File: src/rtl/clk_div_bank_if.sv
// -----------------------------------------------------------------------------
// clk_div_bank_if
// Purpose : valid/ready configuration port of clk_div_bank. One request carries
//           a target channel and a new divide ratio.
// Signals : cfg_valid  request valid (master -> slave)
//           cfg_ready  pending slot free (slave -> master)
//           cfg_ch     target channel, CH_W bits
//           cfg_div    new divide ratio, DIV_W bits (0 is treated as 1)
// -----------------------------------------------------------------------------
interface clk_div_bank_if #(
  parameter int unsigned NUM_CH = 4,
  parameter int unsigned DIV_W  = 16
);
  localparam int unsigned CH_W = (NUM_CH > 1) ? $clog2(NUM_CH) : 1;

  logic             cfg_valid;
  logic             cfg_ready;
  logic [CH_W-1:0]  cfg_ch;
  logic [DIV_W-1:0] cfg_div;

  modport master (
    output cfg_valid,
    output cfg_ch,
    output cfg_div,
    input  cfg_ready
  );

  modport slave (
    input  cfg_valid,
    input  cfg_ch,
    input  cfg_div,
    output cfg_ready
  );
endinterface

File: src/rtl/clk_div_bank.sv
// -----------------------------------------------------------------------------
// clk_div_bank
// Purpose : NUM_CH independent clock dividers running off sys_clk. Each channel
//           produces a registered divided clock (high ceil(D/2), low floor(D/2))
//           and a one-cycle strobe per period. Ratios are reprogrammed at run
//           time through a single-slot config port; a new ratio is applied on
//           the target channel's next wrap (or sync edge, or at once if the
//           channel is disabled), so no short or long pulse is ever produced.
// Ports   : sys_clk   clock, rising edge
//           rst_n     asynchronous active-low reset
//           ch_en     per-channel run enable
//           sync_req  one-cycle pulse, forces a wrap on every enabled channel
//           cfg       config port (clk_div_bank_if.slave)
//           div_clk   divided clocks, straight from flops
//           div_stb   one-cycle strobes, straight from flops
// -----------------------------------------------------------------------------
module clk_div_bank #(
  parameter int unsigned NUM_CH    = 4,
  parameter int unsigned DIV_W     = 16,
  parameter int unsigned RESET_DIV = 2
) (
  input  logic              sys_clk,
  input  logic              rst_n,
  input  logic [NUM_CH-1:0] ch_en,
  input  logic              sync_req,
  clk_div_bank_if.slave     cfg,
  output logic [NUM_CH-1:0] div_clk,
  output logic [NUM_CH-1:0] div_stb
);

  localparam int unsigned CH_W = (NUM_CH > 1) ? $clog2(NUM_CH) : 1;

  localparam logic [DIV_W-1:0] ResetDiv = DIV_W'(RESET_DIV);
  localparam logic [DIV_W-1:0] ResetCnt = DIV_W'(RESET_DIV - 1);

  // Number of high cycles per period: ceil(d/2), cannot overflow DIV_W.
  function automatic logic [DIV_W-1:0] half_up(input logic [DIV_W-1:0] d);
    return (d >> 1) + DIV_W'(d[0]);
  endfunction

  // Per-channel state
  logic [DIV_W-1:0]  r_div [NUM_CH];
  logic [DIV_W-1:0]  r_cnt [NUM_CH];
  logic [NUM_CH-1:0] r_clk;
  logic [NUM_CH-1:0] r_stb;

  // Single pending config slot
  logic              r_pend_vld;
  logic [CH_W-1:0]   r_pend_ch;
  logic [DIV_W-1:0]  r_pend_div;
  logic              r_cfg_ready;

  // Next-state
  logic [DIV_W-1:0]  w_div_d [NUM_CH];
  logic [DIV_W-1:0]  w_cnt_d [NUM_CH];
  logic [NUM_CH-1:0] w_clk_d;
  logic [NUM_CH-1:0] w_stb_d;
  logic [NUM_CH-1:0] w_apply;
  logic              w_pend_vld_d;
  logic [CH_W-1:0]   w_pend_ch_d;
  logic [DIV_W-1:0]  w_pend_div_d;
  logic              w_accept;
  logic              w_in_range;
  logic [DIV_W-1:0]  w_new_div;

  assign w_accept   = cfg.cfg_valid & r_cfg_ready;
  assign w_in_range = (32'(cfg.cfg_ch) < NUM_CH);
  assign w_new_div  = (cfg.cfg_div == '0) ? DIV_W'(1) : cfg.cfg_div;

  // Channel datapath
  always_comb begin
    for (int i = 0; i < NUM_CH; i++) begin
      logic w_tgt;
      logic w_wrap;
      w_div_d[i] = r_div[i];
      w_cnt_d[i] = r_cnt[i];
      w_clk_d[i] = 1'b0;
      w_stb_d[i] = 1'b0;
      w_apply[i] = 1'b0;
      // r_pend_vld is only set after the acceptance edge, so a request is
      // never applied on the same edge it is accepted.
      w_tgt  = r_pend_vld && (r_pend_ch == CH_W'(i));
      w_wrap = (r_cnt[i] == r_div[i] - DIV_W'(1));
      if (!ch_en[i]) begin
        // Parked one short of a wrap so the first enabled edge is a wrap.
        if (w_tgt) begin
          w_div_d[i] = r_pend_div;
          w_cnt_d[i] = r_pend_div - DIV_W'(1);
          w_apply[i] = 1'b1;
        end else begin
          w_cnt_d[i] = r_div[i] - DIV_W'(1);
        end
      end else if (w_wrap || sync_req) begin
        // cnt' = 0 is always below ceil(D/2) >= 1, so the clock goes high.
        w_cnt_d[i] = '0;
        w_clk_d[i] = 1'b1;
        w_stb_d[i] = 1'b1;
        if (w_tgt) begin
          w_div_d[i] = r_pend_div;
          w_apply[i] = 1'b1;
        end
      end else begin
        w_cnt_d[i] = r_cnt[i] + DIV_W'(1);
        w_clk_d[i] = (w_cnt_d[i] < half_up(r_div[i]));
      end
    end
  end

  // Config slot
  always_comb begin
    w_pend_vld_d = r_pend_vld;
    w_pend_ch_d  = r_pend_ch;
    w_pend_div_d = r_pend_div;
    if (r_pend_vld) begin
      if (|w_apply) begin
        w_pend_vld_d = 1'b0;
      end
    end else if (w_accept && w_in_range) begin
      w_pend_vld_d = 1'b1;
      w_pend_ch_d  = cfg.cfg_ch;
      w_pend_div_d = w_new_div;
    end
    // Out-of-range requests are consumed without touching the slot.
  end

  always_ff @(posedge sys_clk or negedge rst_n) begin
    if (!rst_n) begin
      for (int i = 0; i < NUM_CH; i++) begin
        r_div[i] <= ResetDiv;
        r_cnt[i] <= ResetCnt;
      end
      r_clk       <= '0;
      r_stb       <= '0;
      r_pend_vld  <= 1'b0;
      r_pend_ch   <= '0;
      r_pend_div  <= '0;
      r_cfg_ready <= 1'b1;
    end else begin
      for (int i = 0; i < NUM_CH; i++) begin
        r_div[i] <= w_div_d[i];
        r_cnt[i] <= w_cnt_d[i];
      end
      r_clk       <= w_clk_d;
      r_stb       <= w_stb_d;
      r_pend_vld  <= w_pend_vld_d;
      r_pend_ch   <= w_pend_ch_d;
      r_pend_div  <= w_pend_div_d;
      r_cfg_ready <= !w_pend_vld_d;
    end
  end

  assign div_clk       = r_clk;
  assign div_stb       = r_stb;
  assign cfg.cfg_ready = r_cfg_ready;

endmodule

File: src/flat_wrapper.sv
// flat-port wrapper written by rule: the top's interface ports become plain ports
module clk_div_bank_flat 
#(
  parameter int unsigned NUM_CH    = 4,
  parameter int unsigned DIV_W     = 16,
  parameter int unsigned RESET_DIV = 2
)
  (sys_clk, rst_n, ch_en, sync_req, div_clk, div_stb, cfg_cfg_valid, cfg_cfg_ch, cfg_cfg_div, cfg_cfg_ready);
  clk_div_bank_if #(.NUM_CH(NUM_CH), .DIV_W(DIV_W)) cfg_i ();
  input  logic sys_clk;
  input  logic rst_n;
  input  logic [NUM_CH-1:0] ch_en;
  input  logic sync_req;
  output logic [NUM_CH-1:0] div_clk;
  output logic [NUM_CH-1:0] div_stb;
  input wire logic [$bits(cfg_i.cfg_valid)-1:0] cfg_cfg_valid;
  input wire logic [$bits(cfg_i.cfg_ch)-1:0] cfg_cfg_ch;
  input wire logic [$bits(cfg_i.cfg_div)-1:0] cfg_cfg_div;
  output wire logic [$bits(cfg_i.cfg_ready)-1:0] cfg_cfg_ready;
  assign cfg_i.cfg_valid = cfg_cfg_valid;
  assign cfg_i.cfg_ch = cfg_cfg_ch;
  assign cfg_i.cfg_div = cfg_cfg_div;
  assign cfg_cfg_ready = cfg_i.cfg_ready;
  clk_div_bank #(.NUM_CH(NUM_CH), .DIV_W(DIV_W), .RESET_DIV(RESET_DIV)) u_core (.sys_clk(sys_clk), .rst_n(rst_n), .ch_en(ch_en), .sync_req(sync_req), .cfg(cfg_i), .div_clk(div_clk), .div_stb(div_stb));
endmodule
File: config.mk
export PLATFORM = sky130hd
export DESIGN_NAME = clk_div_bank_flat
export DESIGN_NICKNAME = d
export VERILOG_FILES = /design/src/rtl/clk_div_bank_if.sv /design/src/rtl/clk_div_bank.sv /design/src/flat_wrapper.sv
export SDC_FILE = /design/constraint.sdc
export NUM_CORES = 1
export LEC_CHECK = 0
export ABC_AREA = 1
export BUFFER_PORTS_ARGS = -buffer_cell sky130_fd_sc_hd__buf_2
export CORE_AREA = 2 2 166 168
export CTS_CLUSTER_DIAMETER = 40
export DETAILED_ROUTE_END_ITERATION = 7
export DIE_AREA = 0 0 168 170
export PLACE_DENSITY = 0.71
export SLEW_MARGIN = 10
export SYNTH_ARGS = -nofsm -noshare
export SYNTH_HDL_FRONTEND = slang
export SYNTH_SLANG_ARGS = --single-unit
File: constraint.sdc
create_clock -name sys_clk -period 4.15 [get_ports sys_clk]
set_clock_uncertainty 0.15 [all_clocks]
set_input_delay 0.415 -clock sys_clk [delete_from_list [all_inputs] [get_ports sys_clk]]
set_output_delay 0.415 -clock sys_clk [all_outputs]
set_load 0.05 [all_outputs]
# After elaboration in Yosys (flattened, before gate mapping)
# Index checks and enable logic that the tools add are counted.
[op_classes] eq_ne=11 muxes=56 bitwise=2 reduce_logical=13 add_sub_neg=13 order_cmp=4
[ops] cell="two-way mux 16 bit" count=25
[ops] cell="subtractor 16 x 1 -> 16 bit (second input constant)" count=5
[ops] cell="adder 15 x 1 -> 16 bit" count=4
[ops] cell="adder 16 x 1 -> 16 bit (second input constant)" count=4
[ops] cell="== test 16 bit" count=4
[ops] cell="< comparator 16 bit" count=4
[ops] cell="two-way mux 1 bit" count=31
[ops] cell="zero test 16 bit" count=1
[ops] cell="inequality test 2 x 1 -> 1 bit (second input constant)" count=4
[ops] cell="== test 2 bit (second input constant)" count=2
[ops] cell="logical AND 1 bit" count=4
[ops] cell="logical OR 1 bit" count=4
[ops] cell="OR reduction 4 bit" count=1
[ops] cell="== test 2 x 1 -> 1 bit (second input constant)" count=1
[ops] cell="zero test 2 bit" count=1
[ops] cell="AND reduction 2 bit" count=1
[ops] cell="AND 1 bit" count=1
[ops] cell="zero test 1 bit" count=1
[ops] cell="inverter 1 bit" count=1
[word_totals] out_inout_bits=9 reg_bits=156 input_bits=26

# Depth between registers and ports, before layout
[logic_depth] depth_word=9 ltp_mapped=19

# Worst setup path before layout
# No wires, ideal clock.
[synth_path] path_kind="register to register" from="register u_core.r_div[33] in the netlist's numbering" to="register u_core.r_clk[1], in the netlist u_core.div_clk[1]" path_stages_with_launch=20 setup_slack_ns=1.181 required_ns=3.917 period_less_slack_ns=2.969 t_arrival_ns=2.736 path_buffers=0 path_cell_list="dfstp_2 > ha_1 > ha_1 > nand3_1 > nor3_1 > nand2_1 > nor2_1 > inv_1 > nor2_1 > inv_1 > nor2_1 > nand3_1 > nor3_1 > xnor2_1 > ha_1 > nand2_1 > nor2_1 > a211oi_1 > nand3_1 > o21ai_0"
[synth_between] elab_chain_cells=5 word_cells_on_any_way=7
[synth_rtl] element="start: declaration" line_no="clk_div_bank.sv:42" text="logic [DIV_W-1:0] r_div [NUM_CH];"
[synth_rtl] element="start signal: indexed assignment" line_no="clk_div_bank.sv:129" text="r_div[i] <= ResetDiv;"
[synth_rtl] element="start signal: indexed assignment" line_no="clk_div_bank.sv:140" text="r_div[i] <= w_div_d[i];"
[synth_rtl] element="branches (longest 3 deep; another with adder 15 x 1 -> 16 bit)"
[synth_rtl] element="two-way mux 1 bit *" line_no="clk_div_bank.sv:93" text="end else if (w_wrap || sync_req) begin"
[synth_rtl] element="two-way mux 1 bit *" line_no="clk_div_bank.sv:84" text="if (!ch_en[i]) begin"
[synth_rtl] element="via u_core.w_clk_d[1]" line_no="clk_div_bank.sv:56" text="logic [NUM_CH-1:0] w_clk_d;"
[synth_rtl] element="end signal: assignment" line_no="clk_div_bank.sv:143" text="r_clk <= w_clk_d;"
[synth_rtl] element="end: declaration" line_no="clk_div_bank.sv:44" text="logic [NUM_CH-1:0] r_clk;"
# Mark *: on every way through the listed nets, which the timed path passes.
# A chain may end at the register's enable or synchronous reset.

# Final worst setup path
[layout_path] from="register u_core.r_div[49] in the netlist's numbering" to="register u_core.r_clk[0], in the netlist u_core.div_clk[0]"
# Same word-level chain as after synthesis.

==> out/results.ini <==
[grt]
grt_max_degree = 102
grt.total_usage_pct = 26.7
grt_pass1_vias = 11700
antenna_found_initial = 1
grt_overflow = 0
grt_first_pass_wirelength_um = 60200

[sta]
slew_headroom_pct = 18.1
finalHoldWorstSlack_ns = -0.0359
setup-violations-final = 0
rsz0062_at_grt = false
drv_slew = 0
finalCritPeriodShare_pct = 80.5
fmax_mhz = 299
layout_min_cycle_time_ns = 3.34
tightest_slew_ns = 1.22
fin_setup_tns_ns = 0
hold_viol = 38
layout_setup_ws_ns = 0.811

[logic_synthesis]
synth_flop_cell = dfrtp_1
synth.area.top_cells = dfrtp_1 28%, nand2_1 14%, ha_1 7.3%, xor2_1 6.7%, inv_1 6.7%
synth_adder_area_share_pct = 7.33
netlist_area_um2 = 13100
yosysTopAreaCell = dfrtp_1
ys_seq_elements = 156
synth_top_family_by_area = simple AND/OR/NAND/NOR gates
synthCells = 1889
yosys_warnings = 0
ys_types = 47
yosysTopAreaCellShare_pct = 28.0
synth_area_per_cell_um2 = 6.96
synth_most_common_cell = nand2_1
synth_compound_area_share_pct = 12.8
synth_edf_count = 0
synthSimpleGateAreaFrac_pct = 32.4
synth-xor-area-share_pct = 8.26
async_reset_ff_share_pct = 100
muxShareOfSynthArea_pct = 0
synthTopCellsByCount = 500 x nand2_1, 233 x inv_1, 167 x nor2_1
ys_seq_area_share_pct = 29.8
synth_fp_nets = 1992

[floorplan]
initial_core_util_pct = 49.3
chipHeight_um = 170
io-pin-count = 35
num_rows = 60
dieArea_um2 = 28600
core_um2 = 26700
dieWidth_um = 168

[outcome]
status = complete, but fails checks
violations = negative hold slack

[critical_path]
worstReg2RegStart = u_core.r_div[49]
reg2reg_depth = 17
crit_path_end = u_core.div_clk[0]
path_depth = 17
crit_family = simple AND/OR/NAND/NOR gates
startpoint_type = flip-flop
end_kind = flip-flop
crit_required_ns = 4.35
slowest_stage = dfstp_2
path_buf_inv = 3
critPathKind = reg -> reg
r2r_slack_ns = 0.81
r2r-end = u_core.div_clk[0]
path_cells = ha_1 -> nand3_1 -> nor3_1 -> inv_1 -> nor4_1 -> inv_1 -> nor2_1 -> inv_1 -> nor2_1 -> nand2_1 -> xor2_1 -> ha_1 -> a21oi_1 -> nor2_1 -> a211oi_1 -> nand3_1 -> o21ai_0
worstPathMaxFanout = 3
arrival_ns = 3.54
slowest_delay_ns = 0.55
startpoint = u_core.r_div[49]

[routing]
num_vias = 12500
wl_um = 37900
wire_per_inst_um = 16.8
drt_iter0_markers = 1053
drt_drc_violations_left = 0
drtPass1Iterations = 7
viasPerCell = 5.55
ant_nets = 0

[cts]
cts_max_level = 4
clock-sinks = 156
cts_root_buf = clkbuf_16
clk_path_buf_depth = 2
cts_tree = yes
hold_buffers = 0
insertion_delay_ns = 0.44
cts.repair.resized = 0
cts_setup_buffers = 0
clkTransAtPathRegs_ns = 0.07
numCtsBuffers = 17

[layout]
syn2layout_area_growth_pct = 7.44
final_cell_area_um2 = 14100
diodes = 0
multiInputGateArea_um2 = 8000
fillers = 2594
nets = 2003
final_util_pct = 53.0
drive_above_1_share_pct = 9.78
regArea_um2 = 3920

[placement]
place_area_um2 = 13500
io_buffers = 34
hpwl_um = 28400
dpl_worst_slack_ns = 0.882
gp_congestion = 0.944

[power_and_ir_drop]
leakage_nw = 6.96
total_power_mw = 11.6
powerDensity_nw_per_um2 = 822
ir_drop_mv = 0.478

[hold_path]
hold_path.class = in -> async

[job]
drv_cap = 0

## state kept, by name, summed over array words and instances, names as in the netlist
name / cells
u_core.r_pend_div: 16
u_core.r_cnt: 64
u_core.r_div: 64
u_core.r_pend_vld: 1
u_core.r_pend_ch: 2
u_core.cfg.cfg_ready: 1
u_core.div_stb: 4
u_core.div_clk: 4
## cell usage in the layout, fill, tap and decap left out, types with 24 or more instances in the layout
cell type  netlist  final
nand2_1        500    500
inv_1          233    233
xor2_1         100    100
nand3_1        160    160
nand4_1         24     24
ha_1            77     77
buf_2           15     33
a21oi_1         41     41
nor2_1         167    167
o21ai_1         47     47
o21ai_2         31     31
dfrtp_1        147    147
o21ai_0        117    117
## worst min-delay path by stage
stage / slack (ns) / start / endpoint / depth (start not counted)
final: -0.04 / rst_n / u_core.r_cnt[9] / 1
after CTS: 0.009 / rst_n / u_core.r_cnt[10] / 1
after floorplan: -0.03 / rst_n / u_core.div_clk[0] / 0
after global placement: 0.33 / u_core.r_div[49] / u_core.r_div[49] / 2
after detailed placement: 0.34 / u_core.r_div[17] / u_core.r_div[17] / 2
after global routing: 0.06 / rst_n / u_core.r_cnt[7] / 1
## stage by stage
| step | hold WS (ns) | std cells |
|---|---|---|
| floorplan | -0.0306 | 1889 |
| global placement | 0.334 | 2222 |
| detailed placement | 0.336 | 2222 |
| CTS | 0.00896 | 2254 |
| global route | 0.0550 | 2254 |
| finish | -0.0359 | 2254 |
## cells by family after synthesis
| family | Yosys count |
|---|---|
| AO/OA/AOI/OAI | 290 |
| XOR/XNOR | 116 |
| adder cells (fa/ha/maj) | 77 |
| buffers and inverters | 292 |
| flip-flops | 156 |
| AND/OR/NAND/NOR | 958 |
## final cells by class
class / instances / share of cell area (%)
clock buffers: 18 / 3.04
clock inverters: 14 / 1.29
inverters: 240 / 6.38
repair buffers: 44 / 1.87
multi-input cells: 1441 / 56.7
flip-flops and latches: 156 / 27.7
well taps: 341 / 3.02
## report_power, final
group          switching (mW)  leakage (nW)  total, mW  internal [mW]
registers               0.912          1.97       3.11           2.19
clock network           0.708         0.294       1.67          0.962
logic                    4.47          4.70       6.82           2.36
## worst register-to-register path, cell delays in order, from the launching register on
cell and delay [ns]:
dfstp_2 0.55, ha_1 0.16, nand3_1 0.12, nor3_1 0.31, inv_1 0.10, nor4_1 0.26
inv_1 0.09, nor2_1 0.14, inv_1 0.08, nor2_1 0.17, nand2_1 0.09, xor2_1 0.15
ha_1 0.29, a21oi_1 0.14, nor2_1 0.06, a211oi_1 0.22, nand3_1 0.10, o21ai_0 0.08
## layer usage
metal	track usage (%)	vias up	wire length (µm)
met1	34.5	5830	16200
met4	9.68	2	1300
li1	-	6181	-
met5	0	-	8
met2	44.9	409	17600
met3	4.86	82	2790
No activity file was read; power rests on OpenSTA's default activity.
